`config.mk`:
```
export PLATFORM = sky130hd
export DESIGN_NAME = oven_ctrl_fsm
export DESIGN_NICKNAME = d
export VERILOG_FILES = /design/src/rtl/oven_pkg.sv /design/src/rtl/oven_tick_gen.sv /design/src/rtl/oven_ctrl_fsm.sv
export SDC_FILE = /design/constraint.sdc
export NUM_CORES = 1
export LEC_CHECK = 0
export CAP_MARGIN = 10
export CORE_UTILIZATION = 50
export DETAILED_ROUTE_END_ITERATION = 6
export HOLD_SLACK_MARGIN = 0.03
export PLACE_DENSITY = 0.69
export SLEW_MARGIN = 20
export SYNTH_ARGS = -nofsm -noshare
export SYNTH_HDL_FRONTEND = slang
export SYNTH_SLANG_ARGS = --single-unit
```
`constraint.sdc`:
```
create_clock -name clk -period 3.5 [get_ports clk]
set_input_delay 0.875 -clock clk [delete_from_list [all_inputs] [get_ports clk]]
set_output_delay 0.875 -clock clk [all_outputs]
set_load 0.1 [all_outputs]
```
`src/rtl/oven_pkg.sv`:
```
// Shared types and constants for the oven sequencing controller.
package oven_pkg;

    // Debug-visible state encoding.
    typedef enum logic [1:0] {
        StIdle  = 2'd0,
        StCook  = 2'd1,
        StPause = 2'd2,
        StDone  = 2'd3
    } oven_state_e;

    localparam int unsigned TickDivDefault    = 50_000_000;
    localparam int unsigned BuzzCyclesDefault = 100_000_000;
    localparam int unsigned TimerWidth        = 8;

    // Counter width that stays at least one bit wide for tiny ranges.
    function automatic int unsigned cnt_width(input int unsigned n);
        return (n > 1) ? $clog2(n) : 1;
    endfunction

endpackage

```
`src/rtl/oven_tick_gen.sv`:
```
// Countdown-tick prescaler: counts completed cook cycles modulo TICK_DIV.
// The count holds while run is low, so a partially elapsed tick survives a pause.
module oven_tick_gen
    import oven_pkg::*;
#(
    parameter int unsigned TICK_DIV = TickDivDefault
) (
    input  logic clk,
    input  logic rst,
    input  logic run,
    input  logic clear,
    output logic tick
);

    localparam int unsigned     CntW    = $clog2(TICK_DIV);
    localparam logic [CntW-1:0] CntLast = CntW'(TICK_DIV - 1);

    logic [CntW-1:0] cnt_q, cnt_d;

    // Next count: clear on a fresh start, otherwise advance once per cook cycle.
    always_comb begin
        cnt_d = cnt_q;
        if (clear) begin
            cnt_d = '0;
        end else if (run) begin
            cnt_d = (cnt_q == CntLast) ? '0 : cnt_q + CntW'(1);
        end
    end

    // The upcoming cycle is the last of a tick period; the caller registers this.
    assign tick = (cnt_d == CntLast);

    // Count register.
    always_ff @(posedge clk or posedge rst) begin
        if (rst) begin
            cnt_q <= '0;
        end else begin
            cnt_q <= cnt_d;
        end
    end

endmodule

```
`src/rtl/oven_ctrl_fsm.sv`:
```
// Oven sequencing controller: start/cancel/door handling, countdown tick
// generation for the external timer, heater/light/buzzer drive.
// Optional feature macro: OVEN_DOOR_LOCK_EN (adds door_lock, door ignored in COOK).
module oven_ctrl_fsm
    import oven_pkg::*;
#(
    parameter int unsigned TICK_DIV    = TickDivDefault,
    parameter int unsigned BUZZ_CYCLES = BuzzCyclesDefault
) (
    input  logic                  clk,
    input  logic                  rst,
    input  logic                  start,
    input  logic                  cancel,
    input  logic                  door_open,
    input  logic [TimerWidth-1:0] timer_val,
    output logic                  timer_en,
    output logic                  heater,
    output logic                  light,
    output logic                  buzzer,
    output logic                  done,
`ifdef OVEN_DOOR_LOCK_EN
    output logic                  door_lock,
`endif
    output logic [1:0]            state
);

    localparam int unsigned      BuzzW    = cnt_width(BUZZ_CYCLES);
    localparam logic [BuzzW-1:0] BuzzLast = BuzzW'(BUZZ_CYCLES - 1);

    oven_state_e      state_q, state_d;
    logic [BuzzW-1:0] buzz_q, buzz_d;
    logic             timer_zero, door_evt;
    logic             tick, tick_run, tick_clear;
    logic             heater_d, light_d, buzzer_d, done_d, timer_en_d;
    logic             heater_q, light_q, buzzer_q, done_q, timer_en_q;

    assign timer_zero = (timer_val == '0);

`ifdef OVEN_DOOR_LOCK_EN
    // Door is latched shut while cooking, so it never interrupts COOK.
    assign door_evt = 1'b0;
`else
    assign door_evt = door_open;
`endif

    // State register.
    always_ff @(posedge clk or posedge rst) begin
        if (rst) begin
            state_q <= StIdle;
        end else begin
            state_q <= state_d;
        end
    end

    // Next-state logic; in COOK cancel beats door, door beats timer expiry.
    always_comb begin
        state_d = state_q;
        unique case (state_q)
            StIdle: begin
                if (start && !door_open && !timer_zero) state_d = StCook;
            end
            StCook: begin
                if (cancel)          state_d = StIdle;
                else if (door_evt)   state_d = StPause;
                else if (timer_zero) state_d = StDone;
            end
            StPause: begin
                if (cancel)                  state_d = StIdle;
                else if (start && !door_open) state_d = StCook;
            end
            StDone: begin
                if (cancel || (buzz_q == BuzzLast)) state_d = StIdle;
            end
            default: state_d = StIdle;
        endcase
    end

    // Buzzer counter runs only while staying in DONE; zero on every entry.
    always_comb begin
        buzz_d = '0;
        if (state_q == StDone && state_d == StDone) buzz_d = buzz_q + BuzzW'(1);
    end

    // Buzzer counter register.
    always_ff @(posedge clk or posedge rst) begin
        if (rst) begin
            buzz_q <= '0;
        end else begin
            buzz_q <= buzz_d;
        end
    end

    assign tick_run   = (state_q == StCook);
    assign tick_clear = (state_q == StIdle) && (state_d == StCook);

    oven_tick_gen #(
        .TICK_DIV (TICK_DIV)
    ) u_tick_gen (
        .clk   (clk),
        .rst   (rst),
        .run   (tick_run),
        .clear (tick_clear),
        .tick  (tick)
    );

    // Output decode from the upcoming state so registered outputs move with it;
    // gating the tick with the next state drops a tick when COOK is left.
    always_comb begin
        heater_d   = (state_d == StCook);
        light_d    = (state_d == StCook) || (state_d == StPause);
        buzzer_d   = (state_d == StDone);
        done_d     = (state_d == StDone) && (state_q != StDone);
        timer_en_d = tick && (state_d == StCook);
    end

    // Output registers.
    always_ff @(posedge clk or posedge rst) begin
        if (rst) begin
            heater_q   <= 1'b0;
            light_q    <= 1'b0;
            buzzer_q   <= 1'b0;
            done_q     <= 1'b0;
            timer_en_q <= 1'b0;
        end else begin
            heater_q   <= heater_d;
            light_q    <= light_d;
            buzzer_q   <= buzzer_d;
            done_q     <= done_d;
            timer_en_q <= timer_en_d;
        end
    end

`ifdef OVEN_DOOR_LOCK_EN
    logic door_lock_q;

    // Door lock follows the cooking state.
    always_ff @(posedge clk or posedge rst) begin
        if (rst) begin
            door_lock_q <= 1'b0;
        end else begin
            door_lock_q <= (state_d == StCook);
        end
    end

    assign door_lock = door_lock_q;
`endif

    assign heater   = heater_q;
    assign light    = light_q;
    assign buzzer   = buzzer_q;
    assign done     = done_q;
    assign timer_en = timer_en_q;
    assign state    = state_q;

endmodule

```
==> results.cfg, run 1 <==
[clock_tree]
cts_buffer_depth = 2
cts_hold_buf = 0
cts.sinks = 60
cts_root_buffer = clkbuf_8
cts_tree = yes
clkSlewWorstSetupHoldPaths_ps = 60
cts_made_buffers = 9
htreeDepth = 3
clk_latency_ps = 330

[yosys]
synth_top_family_by_area = simple AND/OR/NAND/NOR gates
synth-main-ff-cell = dfrtp_1
ys_seq_area_share_pct = 46.6
synthArstFlopShare_pct = 100
synthXorXnorAreaFrac_pct = 12.5
synth_nets = 356
synth.distinct_cells = 53
synth_warnings = 0
synth_compound_area_share_pct = 6.29
synth.cell_area_um2 = 3220
synthAdderAreaFrac_pct = 1.55
netlist_instances = 339
muxShareOfSynthArea_pct = 0.971
syn_area_per_cell_um2 = 9.50
synth_edf_count = 0
yosys_register_bits = 60
yosys.area_share.simple_pct = 29.2

[finish]
most-common-layout-cells = nor2_1 (61), dfrtp_1 (60), xor2_1 (26)
final_common_cell = nor2_1
num-fill-cells = 512
drive_above_1_share_pct = 13.7
fin_area_um2 = 3770
register_area_um2 = 1500
antenna_cells = 0
area_growth_pct = 17.1
fin_nets = 383
multi_input_area_um2 = 1690

[floorplanning]
dieWidth_um = 82.3
start_util_pct = 53.1
io-pin-count = 20
core-area_um2 = 6060
chipHeight_um = 82.3
rows = 28
die_area_um2 = 6770

[worst_setup_path]
reg2reg_slack_ps = 260
critPathLaunchType = input port
crit_chain = clkdlybuf4s50_1 -> or4_4 -> nor2_4 -> nor2_1 -> nor2_1 -> a31oi_1 -> o21ba_2 -> ha_2 -> nor3b_2 -> o21bai_4 -> or3_4 -> a2111oi_4
cp_data_required_time_ps = 3730
end_kind = register
rr_endpoint = timer_en
cpPeakStageDelay_ps = 550
cp_common_cell = nor2_1
r2r-start = buzz_q[0]
criticalPathCategory = in2reg
crit_arrival_ps = 3580
critPathMaxFanout = 4
crit_slowest_cell = or4_4
reg2reg_depth = 15

[grt]
grt_overflow_total = 0
gr-usage-all-layers_pct = 23.0
grt_start_max_net_pins = 35
antenna_found_initial = 0
grt_pass1_wl_um = 11600
grt_pass1_vias = 2487

[sta]
setup_violations = 0
drv_slew = 0
final_hold_viol_count = 0
clock.fmax_ghz = 0.298
period_share_pct = 95.9
min_period_ps = 3360
final.setup_skew_ps = 4.89
tightest_slew_ps = 915
relSlewSlack_pct = 38.1
tns_ps = 0

[pwr]
leakage_nw = 1.55
vdd_drop_max_uv = 483
power_density_nw_per_um2 = 515

[worst_hold_path]
worstHoldEndpoint = buzz_q[0]
hold_class = reg2reg
min-delay-start = buzz_q[0]
hold_path_depth = 1

[status]
status = complete, no violations

[routing]
dr_total_vias = 2576
drtIter0Drc = 210
first_pass_iters = 5
drc = 0
via_per_inst = 5.78
wl_per_cell_um = 15.7
antenna_left = 0
routed_wl_um = 7020

[place]
place_congestion = 0.861
dp_hpwl_um = 4840
place_area_um2 = 3530
place.port_buffers = 19

[job]
max_cap_violations = 0
-- synthesized netlist by cell type, drive strengths merged, types with 5 or more instances --
cell    instances  area (um^2)
a21oi           5         25.0
and3           10         62.6
and4            7         61.3
buf             5         33.8
clkbuf          9         35.0
dfrtp          60         1500
inv             6         22.5
nand2          20         75.1
nand2b          5         38.8
nand3          22          110
nand4          11         75.1
nor2           63          236
nor3            7         35.0
nor4            6         37.5
or3             5         31.3
xnor2          20          175
xor2           26          228
-- worst max path at each step --
stage,start,end
after floorplan,timer_val[7],timer_en
after global placement,timer_val[7],timer_en
after detailed placement,timer_val[3],timer_en
after CTS,timer_val[3],timer_en
after global routing,cancel,timer_en
final,timer_val[4],timer_en
-- layout make-up --
cell class	count	area share, %
well taps	75	2.49
clock inverters	5	1.39
flip-flops and latches	60	39.8
repair buffers	30	7.43
multi-input cells	259	44.8
clock buffers	11	3.48
inverters	6	0.597
-- kinds of logic (layout without fill, tap and decap cells) --
family,Yosys count,count (layout)
muxes,3,3
xor gates and xnor gates,46,46
DFF,60,60
and+or+nand+nor,179,179
buffers and inverters,20,52
adders and majority gates,4,4
AOI/OAI and AO/OA,27,27
-- where the power goes --
part	switching, mW	leakage (nW)	internal, mW
Clock	0.265	0.0931	0.325
Sequential	0.0573	0.829	0.736
Combinational	0.370	0.632	0.186
-- per-layer routing --
metal  track usage (%)  up-vias  wire length [um]  part of all wire, %
li1                  -     1240                 -                    -
met1              31.7     1242              3370                   48
met2              34.4       77              3150                   45
met3              5.93       17               387                  5.5
met4              9.30        0               115                  1.6
met5                 0        -                 0                    0
-- registers in the layout, summed over array words and instances (netlist names) --
signal            flops
buzz_q               27
u_tick_gen.cnt_q     26
state                 2
buzzer                1
done                  1
heater                1
light                 1
timer_en              1
-- worst max-delay path: cells and delay by family --
kind | cells | cell delay (ps)
buf+inv | 1 | 400
fa+ha+maj | 1 | 180
simple gates | 6 | 1360
compound gates | 4 | 790
-- repair_timing --
item                                    4_1_cts  5_1_grt
setup buffers                                 0        0
endpoints found under the setup margin        0        1
resized for setup                             0       11
-- metrics by stage --
step           std cells  total power [mW]  worst slack, ps  utilization (%)  hold slack, ps
6_report             446              1.94              144             62.2             483
5_1_grt              446              2.04            -15.5             62.2             509
4_1_cts              446              1.95             72.5             61.3             491
3_5_place_dp         430              1.35             -289             58.2             482
3_3_place_gp         430              1.34             -151             58.2             474
2_1_floorplan        339              1.19              308                -             448
(Power assumes the default switching activity.)
==> inputs of run 2 (changes only) <==
CTS_BUF_LIST = sky130_fd_sc_hd__clkbuf_4   (was default)
==> run 2 against run 1 <==
Net effect:
- via count shrank 1.4%
- critical endpoint unchanged
- highest routed layer unchanged
- global-route usage shrank 0.19 points
- clock skew grew 7.5 ps
- non-clock buffer count is the same
- hold slack gained 5.5 ps
- sequential power is essentially flat
- cell count is the same
- setup slack gained 1.3 ps
- combinational power shrank 1%
==> results.cfg, run 2 (synthesis results as in run 1) <==
[status]
status = complete, no violations

[routing]
drc = 0
drtIter0Drc = 132
via_per_inst = 5.70
first_pass_iters = 4
wl_per_cell_um = 15.4
dr_total_vias = 2540
routed_wl_um = 6880
antenna_left = 0

[worst_setup_path]
cp_data_required_time_ps = 3790
cp_top_family = simple AND/OR/NAND/NOR gates
cp_common_cell = nor2_1
criticalPathCategory = in2reg
crit_path_start = timer_val[7]
critPathLaunchType = input port
r2r-start = buzz_q[0]
cpPeakStageDelay_ps = 530
crit_slowest_cell = or4_1
crit_chain = clkdlybuf4s50_1 -> or4_1 -> nor2_2 -> nor2_1 -> nor2_1 -> a31oi_1 -> o21ba_2 -> ha_1 -> nor3b_1 -> o21bai_4 -> or3_4 -> a2111oi_4
end_kind = register
critPathMaxFanout = 4
critPathBufInv = 1
crit_arrival_ps = 3650

[floorplanning]
rows = 28
die_area_um2 = 6770
core-area_um2 = 6060
io-pin-count = 20
chipHeight_um = 82.3
dieWidth_um = 82.3
start_util_pct = 53.1

[clock_tree]
cts_made_buffers = 9
clk_latency_ps = 410
cts_hold_buf = 0
clkSlewWorstSetupHoldPaths_ps = 100
htreeDepth = 3
cts_buffer_depth = 2
cts_tree = yes
cts.sinks = 60
cts_root_buffer = clkbuf_4

[worst_hold_path]
hold_class = reg2reg
min-delay-start = buzz_q[0]

[grt]
gr-usage-all-layers_pct = 22.8
grt_pass1_wl_um = 11500
antenna_found_initial = 0
grt_overflow_total = 0
grt_start_max_net_pins = 35
grt_pass1_vias = 2441

[place]
dp_slack_ps = -289
place_congestion = 0.861
place.port_buffers = 19
dp_hpwl_um = 4840

[finish]
antenna_cells = 0
fin_util_pct = 61.1
largest_register = buzz_q
area_growth_pct = 14.9
most-common-layout-cells = nor2_1 (61), dfrtp_1 (60), xor2_1 (26)
drive_above_1_share_pct = 13.2
final_common_cell = nor2_1
largest_register_ffs = 27
fin_nets = 383

[sta]
rsz0062_at_grt = no
min_period_ps = 3360
setup_violations = 0
period_share_pct = 95.9
relSlewSlack_pct = 36.3
fin_ws_ps = 145
drv_slew = 0
clock.fmax_ghz = 0.298
final.setup_skew_ps = 12.3
tightest_slew_ps = 942
final_hold_viol_count = 0

[job]
max_cap_violations = 0

[pwr]
power_density_nw_per_um2 = 493
vdd_drop_max_uv = 482
power_mw = 1.83
leakage_nw = 1.53
run 2: cell type report:
type,count,area (um^2)
clock buffer,11,82.6
clock inverter,5,52.6
fill,525,2360
inverter,6,22.5
multi-input combinational,259,1670
sequential,60,1500
tap,75,93.8
timing repair buffer,30,280
run 2: worst reg2reg max path: cells and delay by family, from the launching register on:
family                   cells  cell delay [ps]
AO/OA/AOI/OAI                5             1240
AND/OR/NAND/NOR              7              920
flip-flops                   1              420
adder cells (fa/ha/maj)      2              410
buffers and inverters        1              110
run 2: worst paths after layout:
check	endpoint	slack [ps]	cells past startpoint
max	timer_en	140	12
min	buzz_q[0]	490	1
max reg2reg	timer_en	310	15
min reg2reg	buzz_q[0]	490	1
max in group asynchronous	u_tick_gen.cnt_q[1]	2040	3
min in group asynchronous	u_tick_gen.cnt_q[13]	850	2
run 2: per-layer routing:
layer  global-route usage, %  vias to the layer above  wire [um]
met2                    34.7                       72       3100
met5                       0                        -          0
met4                    6.14                        0         64
li1                        -                     1237          -
met1                    31.4                     1222       3270
met3                    7.03                        9        450
run 2: repair_timing:
item,CTS,global route
endpoints found under the hold margin,0,0
resized for setup,0,6
endpoints found under the setup margin,0,1
setup buffers,0,0
run 2: per-stage QoR:
step	TNS [ps]	area [um^2]	instances	hold slack, ps
after detailed placement	-338	3530	430	482
final	0	3700	446	488
after floorplan	0	3220	339	448
after global placement	-151	3530	430	474
after global routing	0	3700	446	515
after CTS	0	3660	446	496
run 2: where the power goes:
| group | internal, mW | switching (mW) |
|---|---|---|
| combinational | 0.181 | 0.368 |
| clock | 0.230 | 0.256 |
| sequential | 0.735 | 0.0556 |
==> inputs of run 3 (changes only) <==
PLACE_DENSITY = 0.78   (was 0.69)
==> run 3 against run 2 <==
Net effect:
- sequential power about the same
- combinational power is 1% higher
- critical path depth is the same
- wire length decreased by 5.5%
- via count fell by 1.3%
- critical endpoint unchanged
- largest power group unchanged
- non-clock buffer count up 2
- largest cell class unchanged
- clock skew up 5.0 ps
- sequential share of layout area fell by 0.43 points
==> results.cfg, run 3 (synthesis results as in run 1) <==
[routing]
dr_total_vias = 2507
drc = 0
antenna_left = 0
routed_wl_um = 6500
first_pass_iters = 4
wl_per_cell_um = 14.5
via_per_inst = 5.60
drtIter0Drc = 206

[grt]
grt_pass1_wl_um = 10800
top_usage_layer = met2
use_met1_pct = 29.0
gr-usage-all-layers_pct = 21.5
grt_pass1_vias = 2383
antenna_found_initial = 0
use_met2_pct = 32.4
grt_overflow_total = 0
grt_start_max_net_pins = 28
grt_use_met3_pct = 5.49

[sta]
final_hold_viol_count = 0
drv_slew = 0
period_share_pct = 96.2
relSlewSlack_pct = 44.0
tightest_slew_ps = 828
setup_violations = 0
final.setup_skew_ps = 17.3
clock.fmax_ghz = 0.297
fin_ws_ps = 132
whs_ps = 485
min_period_ps = 3370

[floorplanning]
dieWidth_um = 82.3
die_area_um2 = 6770
io-pin-count = 20
core-area_um2 = 6060
start_util_pct = 53.1
chipHeight_um = 82.3
rows = 28

[place]
dp_slack_ps = -267
place.port_buffers = 19
place_congestion = 0.889
placed_cells_incl_taps = 432
dp_hpwl_um = 4620

[clock_tree]
cts_buffer_depth = 2
htreeDepth = 3
cts_hold_buf = 0
cts_tree = yes
cts_made_buffers = 9
cts.sinks = 60
clkSlewWorstSetupHoldPaths_ps = 100
cts_root_buffer = clkbuf_4
clk_latency_ps = 400

[worst_setup_path]
crit_arrival_ps = 3660
criticalPathCategory = in2reg
critPathMaxFanout = 4
cp_data_required_time_ps = 3790
end_kind = register
critPathLaunchType = input port

[finish]
largest_register = buzz_q
register_area_um2 = 1500
fin_nets = 385
multi_input_area_um2 = 1690
antenna_cells = 0
largest_register_ffs = 27
most-common-layout-cells = nor2_1 (61), dfrtp_1 (60), xor2_1 (26)
area_growth_pct = 16.2
stdcell_count = 448
num-fill-cells = 496
drive_above_1_share_pct = 13.7
final_common_cell = nor2_1
fin_util_pct = 61.7

[job]
max_cap_violations = 0

[pwr]
power_mw = 1.89
vdd_drop_max_uv = 610
power_density_nw_per_um2 = 505
leakage_nw = 1.55

[status]
status = complete, no violations

[worst_hold_path]
hold_class = reg2reg
==> run 3: per-layer routing <==
| layer | vias up | share of wire [%] |
|---|---|---|
| li1 | 1243 | - |
| met1 | 1204 | 48 |
| met2 | 50 | 46 |
| met3 | 10 | 4.3 |
| met4 | 0 | 1.7 |
| met5 | - | 0 |
==> run 3: final timing paths <==
path / start / endpoint / slack (ps) / cells after the start
max: timer_val[3] / timer_en / 130 / 12
min: buzz_q[0] / buzz_q[0] / 480 / 1
max reg2reg: buzz_q[0] / timer_en / 390 / 15
min reg2reg: buzz_q[0] / buzz_q[0] / 480 / 1
max in group asynchronous: rst / u_tick_gen.cnt_q[15] / 2060 / 3
min in group asynchronous: rst / buzz_q[5] / 760 / 2
==> run 3: timing repair <==
item                                    4_1_cts  5_1_grt
gates resized for setup                       0       11
endpoints found under the setup margin        0        1
setup buffers                                 0        0
==> run 3: critical path, cell delays in order <==
cell	delay, ps
clkdlybuf4s50_1	410
or4_4	550
nor2_4	130
nor2_1	40
nor2_1	100
a31oi_1	60
o21ba_2	240
ha_1	210
nor3b_1	160
o21bai_4	210
or3_4	350
a2111oi_4	320
==> run 3: cell type report <==
cell class	instances	share of cell area, %
Timing Repair Buffer	32	7.56
Clock inverter	6	2.11
Tap cell	75	2.51
Multi-Input combinational cell	259	45.1
Inverter	6	0.602
Sequential cell	60	40.1
Clock buffer	10	2.01
==> run 3: power by group <==
| group | leakage, nW | internal [mW] | total, mW | switching (mW) |
|---|---|---|---|---|
| registers | 0.829 | 0.735 | 0.789 | 0.0539 |
| logic | 0.637 | 0.189 | 0.558 | 0.369 |
| clock network | 0.0791 | 0.291 | 0.542 | 0.251 |
| total | 1.55 | 1.22 | 1.89 | 0.673 |
==> run 3: through the flow <==
stage | setup TNS (ps) | area [um^2]
after floorplan | 0 | 3220
after global placement | -141 | 3530
after detailed placement | -305 | 3530
after CTS | 0 | 3680
after global routing | -4.93 | 3740
final | 0 | 3740
